**config.mk**
```make
export PLATFORM = sky130hd
export DESIGN_NAME = fib_sequencer
export DESIGN_NICKNAME = d
export VERILOG_FILES = /design/src/rtl/fib_sequencer.sv
export SDC_FILE = /design/constraint.sdc
export NUM_CORES = 1
export LEC_CHECK = 0
export ABC_AREA = 1
export ABC_CLOCK_PERIOD_IN_PS = 2350
export CORE_AREA = 2 2 83 116
export DETAILED_ROUTE_END_ITERATION = 7
export DIE_AREA = 0 0 85 118
export HOLD_SLACK_MARGIN = 0.02
export PLACE_DENSITY = 0.68
export SLEW_MARGIN = 20
export SYNTH_ARGS = -nofsm -noshare
export SYNTH_HDL_FRONTEND = slang
export SYNTH_SLANG_ARGS = --single-unit
```
**constraint.sdc**
```tcl
create_clock -name clk -period 2.35 [get_ports clk]
set_clock_uncertainty 0.05 [all_clocks]
set_input_delay 0.47 -clock clk [delete_from_list [all_inputs] [get_ports clk]]
set_output_delay 0.47 -clock clk [all_outputs]
set_load 0.01 [all_outputs]
```
**src/rtl/fib_sequencer.sv**
```systemverilog
// Byte-serial multi-limb Fibonacci engine driving an external combinational 8-bit adder.
// Optional even-term counter is built only when FIB_EVEN_COUNT_EN is defined.
module fib_sequencer #(
  parameter int BYTES = 2
) (
  input  logic                 clk,
  input  logic                 rst,
  input  logic                 start,
  input  logic [7:0]           n,
  output logic                 busy,
  output logic                 done,
  output logic [8*BYTES-1:0]   fib,
  output logic                 overflow,
  output logic [7:0]           even_count,
  output logic [7:0]           alu_left,
  output logic [7:0]           alu_right,
  output logic                 alu_status_in,
  output logic [1:0]           alu_opcode,
  input  logic [7:0]           alu_result,
  input  logic                 alu_status_out
);

  localparam int W  = 8 * BYTES;
  localparam int KW = (BYTES > 1) ? $clog2(BYTES) : 1;
  localparam logic [KW-1:0] K_LAST = KW'(BYTES - 1);

  typedef enum logic [1:0] {
    S_IDLE = 2'd0,
    S_ADD  = 2'd1,
    S_DONE = 2'd2
  } state_t;

  state_t          state;
  logic [W-1:0]    a;
  logic [W-1:0]    b;
  logic [W-1:0]    sum;
  logic [KW-1:0]   k;
  logic [7:0]      i;
  logic [7:0]      n_q;

  logic            last_limb;
  logic            start_acc;
  logic            term_done;
  logic [W-1:0]    new_val;
  int              k_int;
  int              k_next;

  assign alu_opcode = 2'b00;

  always_comb begin
    k_int     = int'(k);
    k_next    = k_int + 1;
    last_limb = (k == K_LAST);
    start_acc = (state == S_IDLE) && start;
    term_done = (state == S_ADD) && last_limb;
    new_val   = sum;
    new_val[8*(BYTES-1) +: 8] = alu_result;
  end

  // alu_status_in doubles as the registered inter-limb carry.
  always_ff @(posedge clk) begin
    if (rst) begin
      state         <= S_IDLE;
      busy          <= 1'b0;
      done          <= 1'b0;
      fib           <= '0;
      overflow      <= 1'b0;
      alu_left      <= 8'd0;
      alu_right     <= 8'd0;
      alu_status_in <= 1'b0;
      a             <= '0;
      b             <= '0;
      sum           <= '0;
      k             <= '0;
      i             <= 8'd0;
      n_q           <= 8'd0;
    end else begin
      done <= 1'b0;
      case (state)
        S_IDLE: begin
          alu_left      <= 8'd0;
          alu_right     <= 8'd0;
          alu_status_in <= 1'b0;
          if (start) begin
            n_q      <= n;
            a        <= '0;
            b        <= W'(1);
            sum      <= '0;
            k        <= '0;
            i        <= 8'd2;
            overflow <= 1'b0;
            if (n <= 8'd1) begin
              fib   <= {{(W-1){1'b0}}, n[0]};
              done  <= 1'b1;
              state <= S_DONE;
            end else begin
              fib       <= '0;
              busy      <= 1'b1;
              alu_left  <= 8'd0;
              alu_right <= 8'd1;
              state     <= S_ADD;
            end
          end
        end

        S_ADD: begin
          sum[8*k_int +: 8] <= alu_result;
          if (!last_limb) begin
            k             <= k + KW'(1);
            alu_left      <= a[8*k_next +: 8];
            alu_right     <= b[8*k_next +: 8];
            alu_status_in <= alu_status_out;
          end else if (alu_status_out || (i == n_q)) begin
            fib           <= new_val;
            overflow      <= alu_status_out;
            done          <= 1'b1;
            busy          <= 1'b0;
            alu_left      <= 8'd0;
            alu_right     <= 8'd0;
            alu_status_in <= 1'b0;
            state         <= S_DONE;
          end else begin
            a             <= b;
            b             <= new_val;
            i             <= i + 8'd1;
            k             <= '0;
            alu_left      <= b[7:0];
            alu_right     <= new_val[7:0];
            alu_status_in <= 1'b0;
          end
        end

        S_DONE: begin
          state <= S_IDLE;
        end

        default: begin
          state <= S_IDLE;
          busy  <= 1'b0;
        end
      endcase
    end
  end

`ifdef FIB_EVEN_COUNT_EN
  logic [7:0] even_q;

  assign even_count = even_q;

  // The overflowing term counts too, judged on its truncated value.
  always_ff @(posedge clk) begin
    if (rst) begin
      even_q <= 8'd0;
    end else if (start_acc) begin
      even_q <= 8'd1;
    end else if (term_done && !new_val[0] && (even_q != 8'hFF)) begin
      even_q <= even_q + 8'd1;
    end
  end
`else
  logic unused_even;

  assign unused_even = start_acc ^ term_done;
  assign even_count  = 8'd0;
`endif

endmodule

```
# [Word-level counts from Yosys, hierarchy flattened]
# Cells that the tools add are included.
# Widths: inputs -> output; s select.
[totals] input_bits=20 reg_bits=103 output_inout_bits=46 word_cells=91
[op_classes] muxes=50 magnitude_cmp=1 bitwise_logic=1 shift=4 n_addsub=4 eq_ne=8 n_reduce_logical=9
[ops] cell="$mux 16" count=9
[ops] cell="$pmux 16 s2" count=4
[ops] cell="$mux 8" count=7
[ops] cell="$pmux 8 s2" count=3
[ops] cell="$neg 4->33" count=1
[ops] cell="$shift 8x33->16 const A" count=1
[ops] cell="$shiftx 8x33->16" count=1
[ops] cell="$shiftx 16x6->8" count=2
[ops] cell="$bwmux 16" count=1
[ops] cell="$mux 1" count=16
[ops] cell="$add 8x1->8 const B" count=1
[ops] cell="$eq 8x8->1" count=1
[ops] cell="$le 8x1->1 const B" count=1
[ops] cell="$mux 2" count=4
[ops] cell="$ne 2x2->1 const B" count=4
[ops] cell="$pmux 1 s2" count=4
[ops] cell="$reduce_and 4->1" count=2
[ops] cell="$reduce_and 5->1" count=1
[ops] cell="$pmux 2 s2" count=1
[ops] cell="$reduce_and 2->1" count=2
[ops] cell="$pmux 1 s3" count=1
[ops] cell="$reduce_and 3->1" count=1
[ops] cell="$add 1x1->2 const B" count=1
[ops] cell="$eq 2x1->1 const B" count=1
[ops] cell="7 further kinds" count=7

# [Logic depth before layout (Yosys ltp)]
# Gate-level depths: netlist of run 1.
[logic_depth] ltp_word=5 ltp_mapped=12 ltp_nobuf=12

# [Worst setup path before layout of run 1]
# OpenSTA, ideal clock, no wires.
[synth_path] path_type="register -> register" start="register state[0]" end="register fib[8]" arrival_time_ns=1.330 n_path_buf=1 setup_ns=0.113 synth_period_minus_slack_ns=1.493 stages_incl_launch_ff=13 required_time_ns=2.187 slack_ns=0.857 path_cell_list="dfxtp_1 > inv_2 > nor2_4 > inv_2 > nor2_8 > inv_2 > o21ai_2 > inv_2 > nand3_4 > buf_4 > nand2_1 > nand2_1 > nor2_1"
[synth_between] elab_chain_cells=3 word_cells_on_any_way=8 cone_classes="eq/ne (4); mux (1); reduce/logical (3)"
[synth_rtl] item="from (decl)" line="33" source="state_t state;"
[synth_rtl] item="from (signal assigned)" line="63" source="state <= S_IDLE;"
[synth_rtl] item="from (signal assigned)" line="95" source="state <= S_DONE;"
[synth_rtl] item="from (signal assigned)" line="101" source="state <= S_ADD;"
[synth_rtl] item="$eq 2x1->1 / $logic_not 2->1 (equally long branches)" line="79" source="case (state)"
[synth_rtl] item="$ne 2x1->1 (no source line) (tied with other cells)"
[synth_rtl] item="$reduce_and 4->1 (no source line)"
[synth_rtl] item="to (signal assigned)" line="93" source="fib <= {{(W-1){1'b0}}, n[0]};"
[synth_rtl] item="to (signal assigned)" line="114" source="fib <= new_val;"
[synth_rtl] item="to (decl)" line="12" source="output logic [8*BYTES-1:0] fib,"
# Several ways; a longest one is shown, not always the timed one.
# A chain may end at the register's enable or synchronous reset.

# [Final worst setup path of run 1]
[layout_path] start="register state[1]" end="register b[7]"
[layout_between] elab_chain_cells=3 word_cells_on_any_way=8 cone_classes="eq/ne (4); mux (1); reduce/logical (3)"
[layout_rtl] item="$eq 2x1->1 / $logic_not 2->1 (equally long branches)" line="79"
[layout_rtl] item="$ne 2x2->1 (no source line) / $reduce_bool 2->1 (equally long branches)"
[layout_rtl] item="$reduce_and 4->1 (no source line)"
[layout_rtl] item="to (signal assigned)" line="124" source="b <= new_val;"
[layout_rtl] item="to (decl)" line="35" source="logic [W-1:0] b;"
# Several ways; a longest one is shown, not always the timed one.

==> results of run 1 <==
[report_power, final]
group          total (mW)  internal, mW  switching, mW
sequential           1.97          1.78          0.191
combinational        2.17         0.876           1.29
clock                1.32         0.777          0.541
[routing by layer]
layer / track usage [%] / share of wire (%)
met5: 0 / 0
met4: 8.53 / 2.5
met3: 4.14 / 4.5
met2: 30.5 / 47
met1: 25.3 / 46
[state kept, by name, indices dropped and copies added, names as in the netlist]
name,flops
b,16
fib,16
a,8
alu_left,8
alu_right,8
i,8
n_q,8
sum,8
state,2
alu_status_in,1
busy,1
done,1
k,1
overflow,1
[worst min-delay path by stage]
stage / start / endpoint / slack [ns] / cells past startpoint
2_1_floorplan: b[0] / alu_left[0] / 0.39 / 2
3_3_place_gp: a[13] / a[13] / 0.40 / 2
3_5_place_dp: b[3] / b[3] / 0.41 / 2
4_1_cts: b[7] / alu_left[7] / 0.41 / 2
5_1_grt: a[10] / a[10] / 0.43 / 2
6_report: b[7] / alu_left[7] / 0.41 / 2
[cell type report]
cell class | instances | area, um^2 | area share (%)
flip-flops and latches | 87 | 1740 | 36.4
multi-input cells | 375 | 1740 | 36.4
repair buffers | 65 | 638 | 13.4
clock buffers | 16 | 272 | 5.68
inverters | 64 | 254 | 5.31
well taps | 107 | 134 | 2.80
[through the flow]
step	worst slack, ns	cells
after floorplan	0.857	564
after global placement	0.233	698
after detailed placement	0.222	698
after CTS	0.492	714
after global routing	0.267	714
final	0.492	714
[worst register-to-register path, stage by stage (launching register included)]
cell	delay, ns
sky130_fd_sc_hd__dfxtp_1	0.38
sky130_fd_sc_hd__buf_4	0.28
sky130_fd_sc_hd__nor2_1	0.08
sky130_fd_sc_hd__inv_2	0.08
sky130_fd_sc_hd__nor2_2	0.05
sky130_fd_sc_hd__inv_2	0.20
sky130_fd_sc_hd__nand2_4	0.13
sky130_fd_sc_hd__nand2_4	0.29
sky130_fd_sc_hd__nand2_1	0.09
sky130_fd_sc_hd__a21oi_1	0.16
[cells in the final DEF (no fill, tap or decap)]
master | Yosys | final
sky130_fd_sc_hd__nand2_1 | 160 | 160
sky130_fd_sc_hd__dfxtp_1 | 87 | 87
sky130_fd_sc_hd__a21oi_1 | 74 | 74
sky130_fd_sc_hd__inv_1 | 55 | 55
sky130_fd_sc_hd__clkdlybuf4s50_1 | 0 | 55
sky130_fd_sc_hd__nor2_1 | 50 | 50
sky130_fd_sc_hd__o21ai_0 | 21 | 21
sky130_fd_sc_hd__nand3_1 | 16 | 16
sky130_fd_sc_hd__nand4_1 | 13 | 13
sky130_fd_sc_hd__conb_1 | 1 | 10
sky130_fd_sc_hd__clkbuf_16 | 0 | 9
sky130_fd_sc_hd__buf_4 | 12 | 9
sky130_fd_sc_hd__inv_2 | 8 | 8
sky130_fd_sc_hd__nor3_1 | 5 | 5
sky130_fd_sc_hd__a22oi_1 | 5 | 5
sky130_fd_sc_hd__clkbuf_1 | 14 | 5
sky130_fd_sc_hd__xnor2_1 | 4 | 4
sky130_fd_sc_hd__nor2_4 | 3 | 3
sky130_fd_sc_hd__nand2_4 | 3 | 3
sky130_fd_sc_hd__clkbuf_8 | 0 | 2
sky130_fd_sc_hd__nand2_2 | 1 | 1
sky130_fd_sc_hd__bufinv_8 | 1 | 1
sky130_fd_sc_hd__nor2_2 | 1 | 1
sky130_fd_sc_hd__nand3_2 | 1 | 1
sky130_fd_sc_hd__nor2_8 | 1 | 1
sky130_fd_sc_hd__o21ai_2 | 1 | 1
sky130_fd_sc_hd__nand3_4 | 1 | 1
sky130_fd_sc_hd__or2_2 | 1 | 1
sky130_fd_sc_hd__xor2_1 | 1 | 1
sky130_fd_sc_hd__nor3b_1 | 1 | 1
sky130_fd_sc_hd__o31a_1 | 1 | 1
sky130_fd_sc_hd__ha_1 | 1 | 1
sky130_fd_sc_hd__buf_12 | 0 | 1
[cells by family (layout without fill, tap and decap cells)]
group / after synthesis / count (layout) / synth area share (%)
other: 1 / 10 / 0.0952
XOR/XNOR: 5 / 5 / 1.11
AO/OA/AOI/OAI: 102 / 102 / 13.5
flip-flops: 87 / 87 / 44.2
adder cells (fa/ha/maj): 1 / 1 / 0.318
buffers and inverters: 102 / 145 / 12.5
AND/OR/NAND/NOR: 257 / 257 / 28.3
==> flow_metrics.env, run 1 <==
export IMPL_first_iter_violations=239
export IMPL_p_leak_nw=1.95
export IMPL_yosys_warnings=0
export IMPL_utilization_pct=53.2
export IMPL_routedWlPerCell_um=13.2
export IMPL_netlist_top_cells_count="sky130_fd_sc_hd__nand2_1, sky130_fd_sc_hd__dfxtp_1, sky130_fd_sc_hd__a21oi_1"
export IMPL_post_synth_instance_area_um2=3940
export IMPL_area_growth_syn_to_layout_pct=21.3
export IMPL_die_width_um=85
export IMPL_yosys_register_bits=87
export IMPL_placed_area_um2=4510
export IMPL_final_hold_viol_count=0
export IMPL_synth_top_flop_cell="sky130_fd_sc_hd__dfxtp_1"
export IMPL_synthMostInstantiatedCell="sky130_fd_sc_hd__nand2_1"
export IMPL_die_height_um=118
export IMPL_timing_final_crit_share_pct=79.1
export IMPL_tritoncts="built"
export IMPL_reg2regPathDepth=9
export IMPL_part_of_the_yosys_area_used_for_sequential_elements_pct=44.2
export IMPL_grt_usage_pct=19.4
export IMPL_report_final_setup_viol=0
export IMPL_largest_net_degree_at_the_start_of_global_routing=48
export IMPL_fillerInstances=826
export IMPL_gr_total_overflow=0
export IMPL_required_ns=2.56
export IMPL_critPathMaxStageDelay_ns=0.38
export IMPL_maxSlewHeadroom_pct=65.9
export IMPL_final_net_count=623
export IMPL_hold_fix_buffer_count_after_cts=0
export IMPL_number_of_buffers_created_by_cts=9
export IMPL_grt_pass1_vias=3286
export IMPL_proportion_of_register_bits_with_asynchronous_set_or_reset_after_synthesis_pct=0
export IMPL_critical_path_cell_chain="buf_4 > nor2_1 > inv_2 > nor2_2 > inv_2 > nand2_4 > nand2_4 > nand2_1 > a21oi_1"
export IMPL_final_max_slew_viol_count=0
export IMPL_ir_worst_vdd_mv=0.687
export IMPL_clk_root_buffer_cell="sky130_fd_sc_hd__clkbuf_16"
export IMPL_rsz0062_at_grt="false"
export IMPL_critPathLaunch="state[1]"
export IMPL_max_clock_path_buffers=2
export IMPL_timing_final_crit_period_ns=1.86
export IMPL_timing_critical_path_arrival_ns=2.07
export IMPL_antenna_left=0
export IMPL_dr_total_vias=3525
export IMPL_hold_path_class="flop to flop"
export IMPL_final_setup_tns_ns=0
export IMPL_synthesis_area_per_instance_um2=7.10
export IMPL_hold_ws_ns=0.411
export IMPL_core_area_um2=8980
export IMPL_design_portCount=66
export IMPL_die_area_um2=10000
export IMPL_path_class="flop to flop"
export IMPL_numClockSinks=87
export IMPL_worst_slew_pin_transition_ns=0.512
export IMPL_grt_first_pass_wirelength_mm=15.7
export IMPL_fmaxAchievable_mhz=538
export IMPL_post_route_drc_count=0
export IMPL_timing_critical_path_slowest_stage_cell="sky130_fd_sc_hd__dfxtp_1"
export IMPL_cts_repair_timing_setup_buffer_count=0
export IMPL_clkTransAtPathRegs_ns=0.06
export IMPL_post_cts_resized_instances=0
export IMPL_timing_critical_path_buf_inv=3
export IMPL_detailedRoute_firstPassIterationCount=7
export IMPL_worstSetupEndpoint="b[7]"
export IMPL_critical_path_top_delay_family="simple AND/OR/NAND/NOR gates"
export IMPL_r2r_end="b[7]"
export IMPL_worstPathMaxFanout=31
export IMPL_grt_antenna_before_repair=0
export IMPL_power_density_nw_per_um2=1140
export IMPL_nature_of_the_critical_path_endpoint="flop"
export IMPL_synth_top_area_cells="sky130_fd_sc_hd__dfxtp_1, sky130_fd_sc_hd__nand2_1, sky130_fd_sc_hd__a21oi_1"
export IMPL_cap_viol_max_count=0
export IMPL_netlist_area_leader_share_pct=44.2
export IMPL_finalWeightedCongestion=0.814
export IMPL_regToRegStartpoint="state[1]"
export IMPL_drive_gt1_share_pct=7.08
export IMPL_number_of_enable_type_register_cells_in_the_synthesized_netlist=0
export IMPL_io_buffers=55
export IMPL_avgViaCountPerCell=4.94
export IMPL_diodes=0
export IMPL_insertion_delay_ns=0.34
export IMPL_post_synth_num_cell_types=32
export IMPL_start_kind="flop"
export IMPL_synthCells=555
export IMPL_dpl_hpwl_mm=6.39
export IMPL_cts_htree_levels=3
export IMPL_run_status="complete, no violations"
export IMPL_num_rows=41
export IMPL_ff2ff_setup_slack_ns=0.49
export IMPL_initial_core_util_pct=43.9
export IMPL_finalPower_mw=5.46
export IMPL_worstSetupPathDepth=9
export IMPL_drt_wl_total_mm=9.42
export IMPL_synthDominantAreaCellType="sky130_fd_sc_hd__dfxtp_1"
export IMPL_layout_cell_area_non_filler_um2=4780
Note: power is estimated with default switching activity, not from simulation.
==> run 2, diff against run 1 <==
- ABC_CLOCK_PERIOD_IN_PS: 2350 -> 1550
- PLACE_DENSITY: 0.68 -> 0.7
- clock period: 2.35 -> 1.55 ns (I/O delays scaled with it)
==> flow_metrics.env, run 2 (synthesis gave the netlist of run 1 again) <==
export IMPL_antenna_left=0
export IMPL_core_area_um2=8980
export IMPL_min_from="b[7]"
export IMPL_worstPathMaxFanout=13
export IMPL_detailedRoute_firstPassIterationCount=5
export IMPL_report_final_setup_viol=0
export IMPL_nature_of_the_critical_path_endpoint="flop"
export IMPL_regToRegStartpoint="state[0]"
export IMPL_hold_fix_buffer_count_after_cts=0
export IMPL_tritoncts="built"
export IMPL_grt_pass1_vias=3695
export IMPL_initial_core_util_pct=43.9
export IMPL_p_leak_nw=2.46
export IMPL_reg2regPathDepth=11
export IMPL_max_clock_path_buffers=2
export IMPL_grt_first_pass_wirelength_mm=17.1
export IMPL_dr_total_vias=3926
export IMPL_gr_total_overflow=0
export IMPL_critPathMaxStageDelay_ns=0.34
export IMPL_clkTransAtPathRegs_ns=0.06
export IMPL_final_critical_path_setup_slack_ns=0.0186
export IMPL_area_of_the_multi_input_gates_um2=2120
export IMPL_avgViaCountPerCell=5.19
export IMPL_layout_cells_most_common="sky130_fd_sc_hd__nand2_1"
export IMPL_rsz0062_at_grt="true"
export IMPL_timing_final_crit_period_ns=1.53
export IMPL_hold_path_class="flop to flop"
export IMPL_final_hold_viol_count=0
export IMPL_fmaxAchievable_mhz=653
export IMPL_preCtsSetupSlack_ns=-0.245
export IMPL_ff2ff_setup_slack_ns=0.02
export IMPL_r2r_end="overflow"
export IMPL_required_ns=1.74
export IMPL_final_seq_area_um2=1750
export IMPL_routedWlPerCell_um=14.7
export IMPL_layout_cell_area_non_filler_um2=5550
export IMPL_final_max_slew_viol_count=0
export IMPL_io_buffers=55
export IMPL_cts_htree_levels=3
export IMPL_dpl_cell_count=729
export IMPL_power_density_nw_per_um2=1700
export IMPL_finalPower_mw=9.43
export IMPL_final_net_count=665
export IMPL_fillerInstances=764
export IMPL_die_width_um=85
export IMPL_final_setup_tns_ns=0
export IMPL_die_area_um2=10000
export IMPL_timing_final_crit_share_pct=98.8
export IMPL_whs_path_depth=2
export IMPL_cap_viol_max_count=0
export IMPL_largest_net_degree_at_the_start_of_global_routing=41
export IMPL_drive_gt1_share_pct=25.7
export IMPL_placed_area_um2=4780
export IMPL_critical_path_cell_chain="inv_2 > nor2_4 > inv_4 > nor2_8 > inv_2 > o21ai_2 > inv_2 > buf_4 > nand4_1 > nand2_1 > nor2_1"
export IMPL_layout_common_cells="sky130_fd_sc_hd__nand2_1, sky130_fd_sc_hd__dfxtp_1, sky130_fd_sc_hd__inv_1"
export IMPL_path_class="flop to flop"
export IMPL_utilization_pct=61.8
export IMPL_hold_ws_ns=0.414
export IMPL_design_portCount=66
export IMPL_start_kind="flop"
export IMPL_drt_wl_total_mm=11.1
export IMPL_num_rows=41
export IMPL_insertion_delay_ns=0.34
export IMPL_die_height_um=118
export IMPL_post_route_drc_count=0
export IMPL_timing_critical_path_arrival_ns=1.72
export IMPL_diodes=0
export IMPL_clk_root_buffer_cell="sky130_fd_sc_hd__clkbuf_16"
export IMPL_critical_path_top_cell_by_count="sky130_fd_sc_hd__inv_2"
export IMPL_final_instance_count_excl_fill=756
export IMPL_whs_endpoint="alu_left[7]"
export IMPL_top_flop_regs="b: 16 flops, fib: 16 flops"
export IMPL_grt_antenna_before_repair=0
export IMPL_run_status="complete, no violations"
export IMPL_numClockSinks=87
export IMPL_finalWeightedCongestion=0.852
export IMPL_number_of_buffers_created_by_cts=9
export IMPL_grt_usage_pct=21.1
export IMPL_dpl_hpwl_mm=6.80
export IMPL_ir_worst_vdd_mv=1.10
export IMPL_area_growth_syn_to_layout_pct=40.9
export IMPL_first_iter_violations=300
export IMPL_timing_critical_path_slowest_stage_cell="sky130_fd_sc_hd__dfxtp_2"
-- run 2: layout make-up --
class / instances / area share [%]
Inverter: 64 / 4.62
Sequential cell: 87 / 31.6
Multi-Input combinational cell: 381 / 38.3
Clock buffer: 11 / 4.37
Clock inverter: 5 / 1.47
Timing Repair Buffer: 101 / 17.2
Tap cell: 107 / 2.41
-- run 2: critical path, delay by kind of cell, from the launching register on --
kind / cells / cell delay [ns]
AOI/OAI and AO/OA: 1 / 0.05
buffers and inverters: 5 / 0.67
DFF: 1 / 0.34
and+or+nand+nor: 5 / 0.33
-- run 2: power by group --
group	internal [mW]	switching, mW
combinational	1.60	2.48
sequential	2.71	0.287
clock	1.46	0.890
-- run 2: per-layer routing --
metal	wire (um)	part of all wire (%)	global-route usage (%)
met5	0	0	0
met4	289	2.6	10.4
met3	631	5.7	3.79
met2	5550	50	34.8
met1	4660	42	26.0
-- run 2: worst max path at each step --
stage / slack (ns) / cells after the start / startpoint / end
2_1_floorplan: 0.06 / 12 / state[0] / fib[8]
3_3_place_gp: -0.25 / 7 / n[2] / busy
3_5_place_dp: -0.25 / 7 / n[2] / busy
4_1_cts: -0.002 / 11 / i[7] / b[7]
5_1_grt: -0.15 / 11 / n_q[5] / alu_right[0]
6_report: 0.02 / 11 / state[0] / overflow
-- run 2: timing repair --
| item | 4_1_cts | 5_1_grt |
|---|---|---|
| setup endpoints to repair | 72 | 74 |
| setup buffers | 1 | 2 |
| pin swaps | 4 | 19 |
| cloned | 3 | 5 |
| resized for setup | 44 | 97 |
